[src/rtl/shift_arbiter.sv]
// Purpose : two-requester round-robin arbiter feeding one shared parallel-in/serial-out shifter.
// Latency : a request sampled in IDLE at edge n gives ack + first (MSB) bit in cycle n+1, eos in n+BITS.
// Backpr. : requests are only sampled in IDLE; a requester holds req/d until its one-cycle ack.
// Ports   : clk, rst (sync, active-high); req0/d0/ack0 and req1/d1/ack1 request side;
//           ser_q/ser_vld/ser_src/eos serial side; busy = not IDLE.
module shift_arbiter #(
   parameter int BITS = 8,
   parameter int GAP  = 1
) (
   input  logic            clk,
   input  logic            rst,
   input  logic            req0,
   input  logic [BITS-1:0] d0,
   output logic            ack0,
   input  logic            req1,
   input  logic [BITS-1:0] d1,
   output logic            ack1,
   output logic            ser_q,
   output logic            ser_vld,
   output logic            ser_src,
   output logic            eos,
   output logic            busy
);

   localparam int CW = $clog2(BITS);
   // Gap counter needs at least one bit even when GAP is 0 or 1.
   localparam int GW = (GAP > 1) ? $clog2(GAP) : 1;

   typedef enum logic [1:0] {
      S_IDLE  = 2'd0,
      S_SHIFT = 2'd1,
      S_GAP   = 2'd2
   } state_t;

   state_t          r_state;
   state_t          w_state_nxt;
   logic [BITS-1:0] r_shreg;
   logic [CW-1:0]   r_cnt;
   logic [GW-1:0]   r_gcnt;
   logic            r_last;
   logic            r_src;
   logic            r_ack0;
   logic            r_ack1;
   logic            w_gnt0;
   logic            w_gnt1;
   logic            w_last_bit;
   logic            w_gap_done;

   assign w_last_bit = (r_cnt == CW'(BITS - 1));
   assign w_gap_done = (r_gcnt == GW'(GAP - 1));

   always_comb begin
      w_state_nxt = r_state;
      w_gnt0      = 1'b0;
      w_gnt1      = 1'b0;
      case (r_state)
         S_IDLE: begin
            // On a tie the requester that was not served last wins.
            if (req0 && req1) begin
               w_gnt0 = r_last;
               w_gnt1 = ~r_last;
            end else begin
               w_gnt0 = req0;
               w_gnt1 = req1;
            end
            if (w_gnt0 || w_gnt1) begin
               w_state_nxt = S_SHIFT;
            end
         end
         S_SHIFT: begin
            if (w_last_bit) begin
               w_state_nxt = (GAP > 0) ? S_GAP : S_IDLE;
            end
         end
         S_GAP: begin
            if (w_gap_done) begin
               w_state_nxt = S_IDLE;
            end
         end
         default: w_state_nxt = S_IDLE;
      endcase
   end

   always_ff @(posedge clk) begin
      if (rst) begin
         r_state <= S_IDLE;
         r_shreg <= '0;
         r_cnt   <= '0;
         r_gcnt  <= '0;
         r_last  <= 1'b1;
         r_src   <= 1'b0;
         r_ack0  <= 1'b0;
         r_ack1  <= 1'b0;
      end else begin
         r_state <= w_state_nxt;
         // Grants only happen in IDLE, so each ack is a single-cycle pulse.
         r_ack0  <= w_gnt0;
         r_ack1  <= w_gnt1;
         case (r_state)
            S_IDLE: begin
               if (w_gnt0 || w_gnt1) begin
                  r_shreg <= w_gnt1 ? d1 : d0;
                  r_cnt   <= '0;
                  r_src   <= w_gnt1;
                  r_last  <= w_gnt1;
               end
            end
            S_SHIFT: begin
               r_shreg <= {r_shreg[BITS-2:0], 1'b0};
               r_cnt   <= r_cnt + 1'b1;
               r_gcnt  <= '0;
            end
            S_GAP: begin
               r_gcnt <= r_gcnt + 1'b1;
            end
            default: begin
               r_gcnt <= '0;
            end
         endcase
      end
   end

   assign ack0    = r_ack0;
   assign ack1    = r_ack1;
   assign ser_vld = (r_state == S_SHIFT);
   assign ser_q   = (r_state == S_SHIFT) & r_shreg[BITS-1];
   assign ser_src = r_src;
   assign eos     = (r_state == S_SHIFT) & w_last_bit;
   assign busy    = (r_state != S_IDLE);

endmodule

[config.mk]
export PLATFORM = sky130hd
export DESIGN_NAME = shift_arbiter
export DESIGN_NICKNAME = d
export VERILOG_FILES = /design/src/rtl/shift_arbiter.sv
export SDC_FILE = /design/constraint.sdc
export NUM_CORES = 1
export LEC_CHECK = 0
export CORE_MARGIN = 1.5
export CORE_UTILIZATION = 45
export CTS_CLUSTER_SIZE = 20
export DETAILED_ROUTE_END_ITERATION = 6
export PLACE_DENSITY = 0.77
export SKIP_LAST_GASP = 1
export SYNTH_ARGS = -nofsm -noshare
export SYNTH_HDL_FRONTEND = slang
export SYNTH_SLANG_ARGS = --single-unit
[constraint.sdc]
create_clock -name clk -period 1.5 [get_ports clk]
set_input_delay 0.15 -clock clk [delete_from_list [all_inputs] [get_ports clk]]
set_output_delay 0.15 -clock clk [all_outputs]
set_load 0.01 [all_outputs]
==> parameters.txt <==
Parameter                              Value

Status
  Outcome ... complete, no violations

Logic synthesis
  Gate Count Post-Synth ... 101
  Synthesized net count ... between 100 and 150
  Portion of the post-synthesis area used by sequential elements ... 39.6%
  EDFF count, synth ... 0
  Synthesized area per cell ... ~9 um2
  Async set-or-reset flop fraction in the synthesized netlist ... 0%
  Distinct cell type count of the synthesized netlist ... 32
  Yosys warning count ... 0
  Prevailing post-synth register cell ... sky130_fd_sc_hd__dfxtp_1
  Top area cells in the synthesized netlist ... sky130_fd_sc_hd__dfxtp_1 40%, sky130_fd_sc_hd__buf_6 4.9%, sky130_fd_sc_hd__nor2_1 4.9%
  Yosys top cell by area ... sky130_fd_sc_hd__dfxtp_1
  Top cell type's share of synthesized area ... 39.6%
  Yosys reg bits ... 18
  Combined area of all synthesized cells ... around 910 um2

Placement
  Buffers on Ports ... 26
  Instance count after placement with tap cells included ... 159
  DP Wirelength ... 1550 um
  Worst setup slack after placement ... -119 ps
  Final RePlAce weighted congestion ... roughly 0.7

Critical path
  Launch point of the worst reg-to-reg path ... r_state[0]$_SDFFE_PP0P_
  Number of buffers and inverters on the critical path ... 2
  Kind of cell adding the most delay to the critical path ... buffers and inverters
  R2R Path End ... r_shreg[2]$_SDFFE_PP0P_
  Slowest cell on crit path ... sky130_fd_sc_hd__dfxtp_1
  Setup CP Type ... reg2out
  CP peak stage delay ... 330 ps
  Startpoint kind of the worst setup timing path ... register
  Required @ worst endpoint ... 1350 ps
  Kind of capture point of the worst setup path ... primary output
  Cells along the critical path ... nand2b_2, inv_4, and2_1, dlygate4sd2_1
  Register-to-register path setup slack ... 100 ps
  Arrival time worst endpoint ... 1290 ps
  Number of cells traversed by the worst register-to-register path ... 6
  Maximum fanout along the worst path ... 7

Routing
  Total DRC errors in the routed layout ... 0
  Length of the first detailed-routing pass in iterations ... 4
  Vias after detailed routing ... 828
  Via-to-Cell Ratio ... 5.08
  Sum of routed wire length over all layers ... 2070 um
  Average wire per cell in the routed design ... 12.7 um
  Violation count after the first detailed-routing iteration ... 16
  Number of nets still failing antenna checks after routing ... 0

Floorplan
  Site row count ... 16
  Starting density of the core ... a little under half
  Chip Width ... 48.0 um
  Die height ... 48.0 um
  Die area ... between 2000 and 2500 um2
  Core footprint ... 1940 um2
  Count of boundary I/O pins ... 27

Cells and area
  Fraction of layout instances using a drive strength above 1 ... 22.8%
  # nets final ... roughly 160
  Number of diodes added for antenna fixing ... 0
  Multi-input logic area ... 493 um2
  Number of filler cells placed in the layout ... approximately 180
  Final cell utilization of the core ... 65.6%
  Combined flip-flop and latch cell area ... approximately 360 um2
  Layout Cells excl Fill ... ~160
  Area delta synth->final ... 39.8%

GRT
  First-pass GRT wire length ... 3290 um
  GRT overflow ... 0
  Number of global-route vias before repair ... just under 800
  Total global routing track utilization ... 20.7%
  Maximum number of pins on one net before global-route repair ... 14
  Initial antenna violation count ... 0

Timing
  Achievable Freq ... just under 0.7 GHz
  Actual transition at the worst max-transition pin ... 430 ps
  Number of hold-slack violations in the final timing report ... 0
  Setup repair after global routing missed its margin ... false
  Slack of the critical path ... about 55 ps
  Final TNS setup ... 0 ps
  Worst clock skew ... 5.45 ps
  Final-report max-slew violation count ... 0
  Slew Limit Headroom ... around 71%
  Final Critical Period ... 1440 ps
  Share of the cycle needed by the critical path after routing ... between 90% and 100%
  Final setup violation count ... 0

Clock tree
  Clock sink count ... 18
  Hold-fix buffer count after cts ... 0
  Clock tree from TritonCTS ... yes
  Clock buffer count from CTS ... 3
  Clock latency at the later pin of the worst-skew pair ... 300 ps
  H-tree depth ... 1
  Clock root buffer ... sky130_fd_sc_hd__clkbuf_4
  Clock Pin Slew Worst Setup and Hold Paths ... 110 ps
  Maximum root-to-sink buffer count ... 2
  Post-CTS setup buffers ... 0

Worst hold path
  Startpoint of the lowest-slack hold path ... d1[0]
  Cell depth of the worst min-delay path ... 3
  Min-Delay Endpoint ... r_shreg[0]$_SDFFE_PP0P_
  Worst hold-check path type ... in2reg

Power
  Leak ... 0.000542 uW
  Total power per unit cell area ... 831 nW/um2
  Max IR drop VDD ... between 0.6 and 0.7 mV

Flow run
  Max Cap Violations ... 0
-- placed cells by master (no fill, tap or decap), drive strengths merged, types with 3 or more instances in the layout --
master and n:
clkdlybuf4s50 22, dfxtp 18, nor2 13, buf 11
a21oi 8, o21ai 8, a211oi 8, a21boi 7
and3 7, clkbuf 5, nand2 4, nor3 3
a22oi 3, dlygate4sd2 3, inv 3
-- layout make-up --
class,count,area share [%]
timing repair buffer,37,26.2
inverter,3,1.08
multi-input combinational,74,38.7
clock buffer,4,2.85
tap,27,2.65
sequential,18,28.5
-- what timing repair did --
item,4_1_cts,5_1_grt
setup endpoints to repair,5,2
pin swaps,0,1
resized for setup,7,5
-- cells by family (layout without fill, tap and decap cells) --
group	Yosys count	after routing	share of synthesized area, %
xor+xnor	1	1	0.962
simple gates	33	33	18.8
buf+inv	9	44	7.42
mux	2	2	2.20
flops	18	18	39.6
fa+ha+maj	2	2	2.75
compound gates	36	36	28.3
-- worst max path at each step --
stage               cells past startpoint               startpoint  slack (ps)                       to
floorplan                               5  r_state[1]$_SDFFE_PP0P_         310  r_state[1]$_SDFFE_PP0P_
global placement                        5                     req0         -70  r_shreg[1]$_SDFFE_PP0P_
detailed placement                      5                     req0        -120  r_shreg[2]$_SDFFE_PP0P_
CTS                                     4    r_cnt[0]$_SDFFE_PP0P_        -120                      eos
global route                            4  r_state[1]$_SDFFE_PP0P_         0.9                    ser_q
finish                                  4  r_state[1]$_SDFFE_PP0P_          60                    ser_q
-- worst min-delay path, stage by stage --
cell and delay (ps):
sky130_fd_sc_hd__clkdlybuf4s50_1 390, sky130_fd_sc_hd__mux2i_1 120, sky130_fd_sc_hd__o21ai_1 70
-- sequential cells by signal, summed over array words and instances, names as in the netlist --
register  flops
ser_src       1
r_shreg       8
r_gcnt        1
ack0          1
ack1          1
r_state       2
r_last        1
r_cnt         3
-- cells in the mapped netlist (all sizes together), types with 3 or more instances --
cell type,instances
a21boi,7
o21ai,8
nand2,4
inv,3
a211oi,8
a22oi,3
a21oi,8
nor3,3
and3,7
dfxtp,18
nor2,13
buf,5
-- metal layers --
| layer | vias up | track usage [%] | share of wire (%) |
|---|---|---|---|
| li1 | 431 | - | - |
| met3 | 4 | 2.64 | 2.3 |
| met2 | 15 | 38.1 | 54 |
| met5 | - | 0 | 0 |
| met1 | 378 | 24.0 | 43 |
| met4 | 0 | 8.11 | 1.2 |
-- per-stage QoR --
| step | cell area [um2] | hold WS [ps] | power, uW |
|---|---|---|---|
| after floorplan | 911 | 296 | 659 |
| after global placement | 1230 | 447 | 753 |
| after detailed placement | 1230 | 476 | 761 |
| after CTS | 1270 | 469 | 1060 |
| after global routing | 1270 | 500 | 1110 |
| final | 1270 | 466 | 1060 |
-- where the power goes --
part / internal (uW) / switching [uW] / total, uW
clock: 148 / 158 / 306
sequential: 509 / 18.1 / 527
combinational: 128 / 97.2 / 225
No activity file was read; power rests on OpenSTA's default activity.
==> variant 1, RTL diff (config.mk and constraints unchanged) <==
Reset style: asynchronous (`rst`), changed in one clocked block.
--- a/src/rtl/shift_arbiter.sv
+++ b/src/rtl/shift_arbiter.sv
@@ -82,5 +82,5 @@
    end
 
-   always_ff @(posedge clk) begin
+   always_ff @(posedge clk or posedge rst) begin
       if (rst) begin
          r_state <= S_IDLE;
Check against the original RTL: differs if rst is asserted again (counterexample within 4 cycles, from zero or initial values and one cycle with rst high); with rst held inactive, the same outputs for 10 cycles.
==> variant 1 against the original RTL <==
The run now ends with negative setup slack left. Sequential cell count stayed put. Area after synthesis grew 2.6%. Cell area rose by 8.3%. Wire length up 17%. First-iteration DRC count fell by 6.3%. Worst setup slack worse by 78 ps. Non-clock buffer count is 4 higher. Highest routed layer unchanged.
Power is not compared: it rests on default switching activity, and its combinational part moved more than twofold at a synthesized area within 25%.
==> variant 1: results (changes against the original RTL) <==
status: finished with violations
violations in the final reports: negative setup slack
WP data arrival: 1720 ps (+430 ps)
main area contributors after synthesis: sky130_fd_sc_hd__dfrtp_1 46%, sky130_fd_sc_hd__o32ai_2 12%, sky130_fd_sc_hd__nor3_1 7.5%, sky130_fd_sc_hd__a21oi_1 4.3%, sky130_fd_sc_hd__nand2_1 3.2%
vias in the first global route: 806 (+2.7%)
clk_skew: 13.1 ps (+7.64 ps)
number of nets produced by synthesis: 112 (-8.9%)
overall track demand over capacity in global routing: 21.1% (+0.33 points)
Mean Syn Cell Area: 10.4 µm² (+15%)
xor/xnor cell area share of the yosys netlist: 0.937% (-0.024 points)
most frequent cells after synthesis: 17 x sky130_fd_sc_hd__dfrtp_1, 14 x sky130_fd_sc_hd__nor3_1, 8 x sky130_fd_sc_hd__a21oi_1, 8 x sky130_fd_sc_hd__nand2_1, 7 x sky130_fd_sc_hd__o32ai_2
wire length of the first global-routing pass: 3.77 mm (+15%)
ratio of routed vias to standard cells: 5.40 (+6.4%)
pin slew with the least headroom to its limit: 290 ps (-139 ps)
number of gates given a new drive strength after cts: 10 (+3)
Routed WL per cell: 15.5 µm (+22%)
fraction of final layout cells with drive strength greater than 1: 28.7% (+5.9 points)
setup ws final: -22.4 ps (-77.5 ps)
HPWL reported at the end of detailed placement: 1.57 mm (+1.0%)
capture point of the critical path: r_shreg[6]
total wirelength of the detailed-routed design: 2.41 mm (+17%)
fraction of synthesized area in multiplexers: 3.35% (+1.1 points)
final-layout setup total negative slack: -22.4 ps (-22.4 ps)
crit path launch: r_state[1]
final number of setup-violating endpoints: 1 (+1)
Setup Buffers After CTS: 3 (+3)
fillcell total: 158 (-11%)
maximum number of pins on one net before global-route repair: 19 (+5)
FF-to-FF path depth: 5 (-1)
Nets: 152 (-4.4%)
variant 1: report_power, final:
| group | switching, µW | total (µW) | internal [µW] |
|---|---|---|---|
| clock | 155 | 259 | 104 |
| combinational | 528 | 1140 | 611 |
| sequential | 155 | 851 | 696 |
| total | 838 | 2250 | 1410 |
variant 1: critical path: stages (launching register included):
cell                      delay [ps]
sky130_fd_sc_hd__dfrtp_1         420
sky130_fd_sc_hd__buf_6           140
sky130_fd_sc_hd__or3b_4          420
sky130_fd_sc_hd__buf_8           150
sky130_fd_sc_hd__o32ai_2         220
sky130_fd_sc_hd__nor3_1           80
variant 1: routing by layer:
metal / track usage (%) / vias to the layer above / part of all wire [%]
met5: 0 / - / 0
met4: 7.14 / 0 / 1.5
li1: - / 399 / -
met3: 5.56 / 5 / 4.4
met2: 33.6 / 26 / 52
met1: 28.0 / 413 / 42
variant 1: worst min path at each step:
stage          startpoint    endpoint  slack, ps  cells past startpoint
5_1_grt               rst  r_shreg[6]        170                      3
3_3_place_gp      ser_src     ser_src        470                      1
4_1_cts               rst  r_shreg[2]        150                      3
6_report              rst  r_shreg[2]        140                      3
2_1_floorplan         rst        ack0         90                      1
3_5_place_dp      ser_src     ser_src        480                      1
variant 1: layout make-up:
class	count	area (µm²)	share of cell area, %
repair buffers	41	377	27.3
multi-input cells	63	479	34.7
inverters	3	11.3	0.816
clock buffers	4	26.3	1.90
well taps	27	33.8	2.45
flip-flops and latches	18	453	32.8
variant 1: stage by stage:
stage,total power (µW),setup slack [ps],area (µm²),hold slack [ps]
after floorplan,1440,196,935,87.8
after global placement,1810,-91.3,1270,474
after detailed placement,1850,-106,1270,478
after CTS,2140,-117,1330,148
after global routing,2410,-63.8,1380,174
final,2250,-22.4,1380,140
==> variant 2, RTL diff (same flow settings) <==
Made on the original files. Change the parameter `BITS` from 8 to 16.
--- a/src/rtl/shift_arbiter.sv
+++ b/src/rtl/shift_arbiter.sv
@@ -5,5 +5,5 @@
 //           ser_q/ser_vld/ser_src/eos serial side; busy = not IDLE.
 module shift_arbiter #(
-   parameter int BITS = 8,
+   parameter int BITS = 16,
    parameter int GAP  = 1
 ) (
Interface: changed (resized d0 and d1); port bits go from 27 to 43. No check against the original RTL was run, so the function may have changed too.
==> variant 2 against the original RTL <==
Sequential share of layout area down 2.6 points. Power increased by 45%. Global-route usage rose by 0.85 points. Cell count rose by 66%. Wire length is 83% higher. Cell area rose by 65%. Area after synthesis is 68% higher. Combinational power is 84% higher. Register-to-register slack got worse by 20 ps. Sequential power increased by 53%. Count of clock-buffer cells in the layout unchanged. Worst setup slack better by 19 ps. Sequential cell count up 9. Maximum frequency increased by 1.4%. Critical endpoint unchanged. Highest routed layer unchanged.
==> variant 2: results (changes against the original RTL) <==
status: complete, no violations
worst hold path cell count: 2 (-1)
clock latency on the worst-skew pair: 330 ps (+30 ps)
ratio of routed vias to standard cells: 5.44 (+7.1%)
Critical R2R Capture: r_shreg[14]
FF-to-FF path depth: 7 (+1)
fraction of the mapped netlist area in compound gates: 34.4% (+6.1 points)
count of port buffers added during placement: 42 (+62%)
hold crit path type: register to register
registers with the highest flip-flop counts: r_shreg x16, r_cnt x4, r_state x2
Crit Path Max Fanout: 5 (-2)
minimum clock period: 1430 ps (-19.5 ps)
Worst VDD drop: 355 µV (-43%)
RePlAce Congestion: 0.771 (+7.1%)
wire length on met3: 167 µm (+250%)
post-synthesis adder-cell area fraction: 0.816% (-1.9 points)
GRT met1 Usage: 25.8% (+1.9 points)
post-detailed-placement cell area: 2050 µm² (+67%)
maximum number of pins on one net before global-route repair: 34 (+20)
overall track demand over capacity in global routing: 21.6% (+0.85 points)
most frequent cells after synthesis: 27 x sky130_fd_sc_hd__dfxtp_1, 23 x sky130_fd_sc_hd__nor2_1, 17 x sky130_fd_sc_hd__and3_1
main area contributors after synthesis: sky130_fd_sc_hd__dfxtp_1 35%, sky130_fd_sc_hd__a21boi_0 7.8%, sky130_fd_sc_hd__a211oi_2 7.3%, sky130_fd_sc_hd__and3_1 6.9%, sky130_fd_sc_hd__nor2_1 5.6%
fraction of final layout cells with drive strength greater than 1: 21.3% (-1.5 points)
Placed Instances: 266 (+67%)
clock transition time at the flip-flop clock pins of the worst setup and hold paths: 150 ps (+40 ps)
GR met3 Demand/Resource: 3.36% (+0.72 points)
xor/xnor cell area share of the yosys netlist: 1.14% (+0.18 points)
Met2 Routed Length: 1.95 mm (+76%)
fraction of synthesized area in multiplexers: 0% (-2.2 points)
vias in the first global route: 1,445 (+84%)
via count: 1,475 (+78%)
number of library cell types mapped by synthesis: 36 (+13%)
setup slack after placement: -146 ps (-26.9 ps)
Nets: 263 (+65%)
number of nets produced by synthesis: 216 (+76%)
total wirelength of the detailed-routed design: 3.79 mm (+83%)
tightest slew margin relative to the limit: 83.5% (+12 points)
GRT met2 Usage: 40.0% (+1.8 points)
wire length of the first global-routing pass: 6.11 mm (+86%)
worst hold slack across all endpoints: 482 ps (+15.7 ps)
leak pwr: 0.000845 µW (+56%)
Mean Syn Cell Area: 8.57 µm² (-5.0%)
startpoint of the lowest-slack hold path: r_shreg[0]
clk_skew: 9.36 ps (+3.91 ps)
routed length on met1: 1.63 mm (+84%)
HPWL reported at the end of detailed placement: 2.71 mm (+74%)
fillcell total: 314 (+76%)
-- variant 2: cell types whose count changed after synthesis, moves of 3 or more --
cell                       before  now
sky130_fd_sc_hd__and3_2         3    0
sky130_fd_sc_hd__dfxtp_1       18   27
sky130_fd_sc_hd__a21oi_2        0    8
sky130_fd_sc_hd__nor2_1        12   23
sky130_fd_sc_hd__buf_2          0    4
sky130_fd_sc_hd__and3_1         4   17
sky130_fd_sc_hd__a21boi_0       1   16
sky130_fd_sc_hd__a21oi_1        8   11
sky130_fd_sc_hd__o21ai_0        3    6
sky130_fd_sc_hd__o21ai_1        5   11
sky130_fd_sc_hd__a211oi_2       3    9
sky130_fd_sc_hd__a21boi_1       4    0
-- variant 2: cell families after synthesis --
kind of cell	after synthesis
compound gates	71
xor+xnor	2
fa+ha+maj	1
buf+inv	19
flops	27
simple gates	59
-- variant 2: power by group --
part / switching [µW] / total [µW] / internal (µW)
clock network: 216 / 320 / 104
logic: 184 / 413 / 229
registers: 35.2 / 804 / 769
-- variant 2: critical path, stage by stage (launching register included) --
cell                              delay (ps)
sky130_fd_sc_hd__dfxtp_1                 340
sky130_fd_sc_hd__nand2b_2                180
sky130_fd_sc_hd__inv_2                    80
sky130_fd_sc_hd__and2_1                  120
sky130_fd_sc_hd__clkdlybuf4s15_1         230
-- variant 2: cell type report --
class,count,area share (%)
multi-input cells,133,41.7
flip-flops and latches,27,25.9
well taps,46,2.73
inverters,3,0.535
repair buffers,58,27.9
clock buffers,4,1.25
-- variant 2: worst max-delay path by stage --
stage	to	cells after the start	start
2_1_floorplan	r_shreg[10]	6	r_state[0]
3_3_place_gp	r_shreg[5]	6	req1
3_5_place_dp	r_shreg[8]	6	req1
4_1_cts	eos	4	r_cnt[1]
5_1_grt	r_shreg[15]	7	r_state[0]
6_report	ser_q	4	r_state[1]
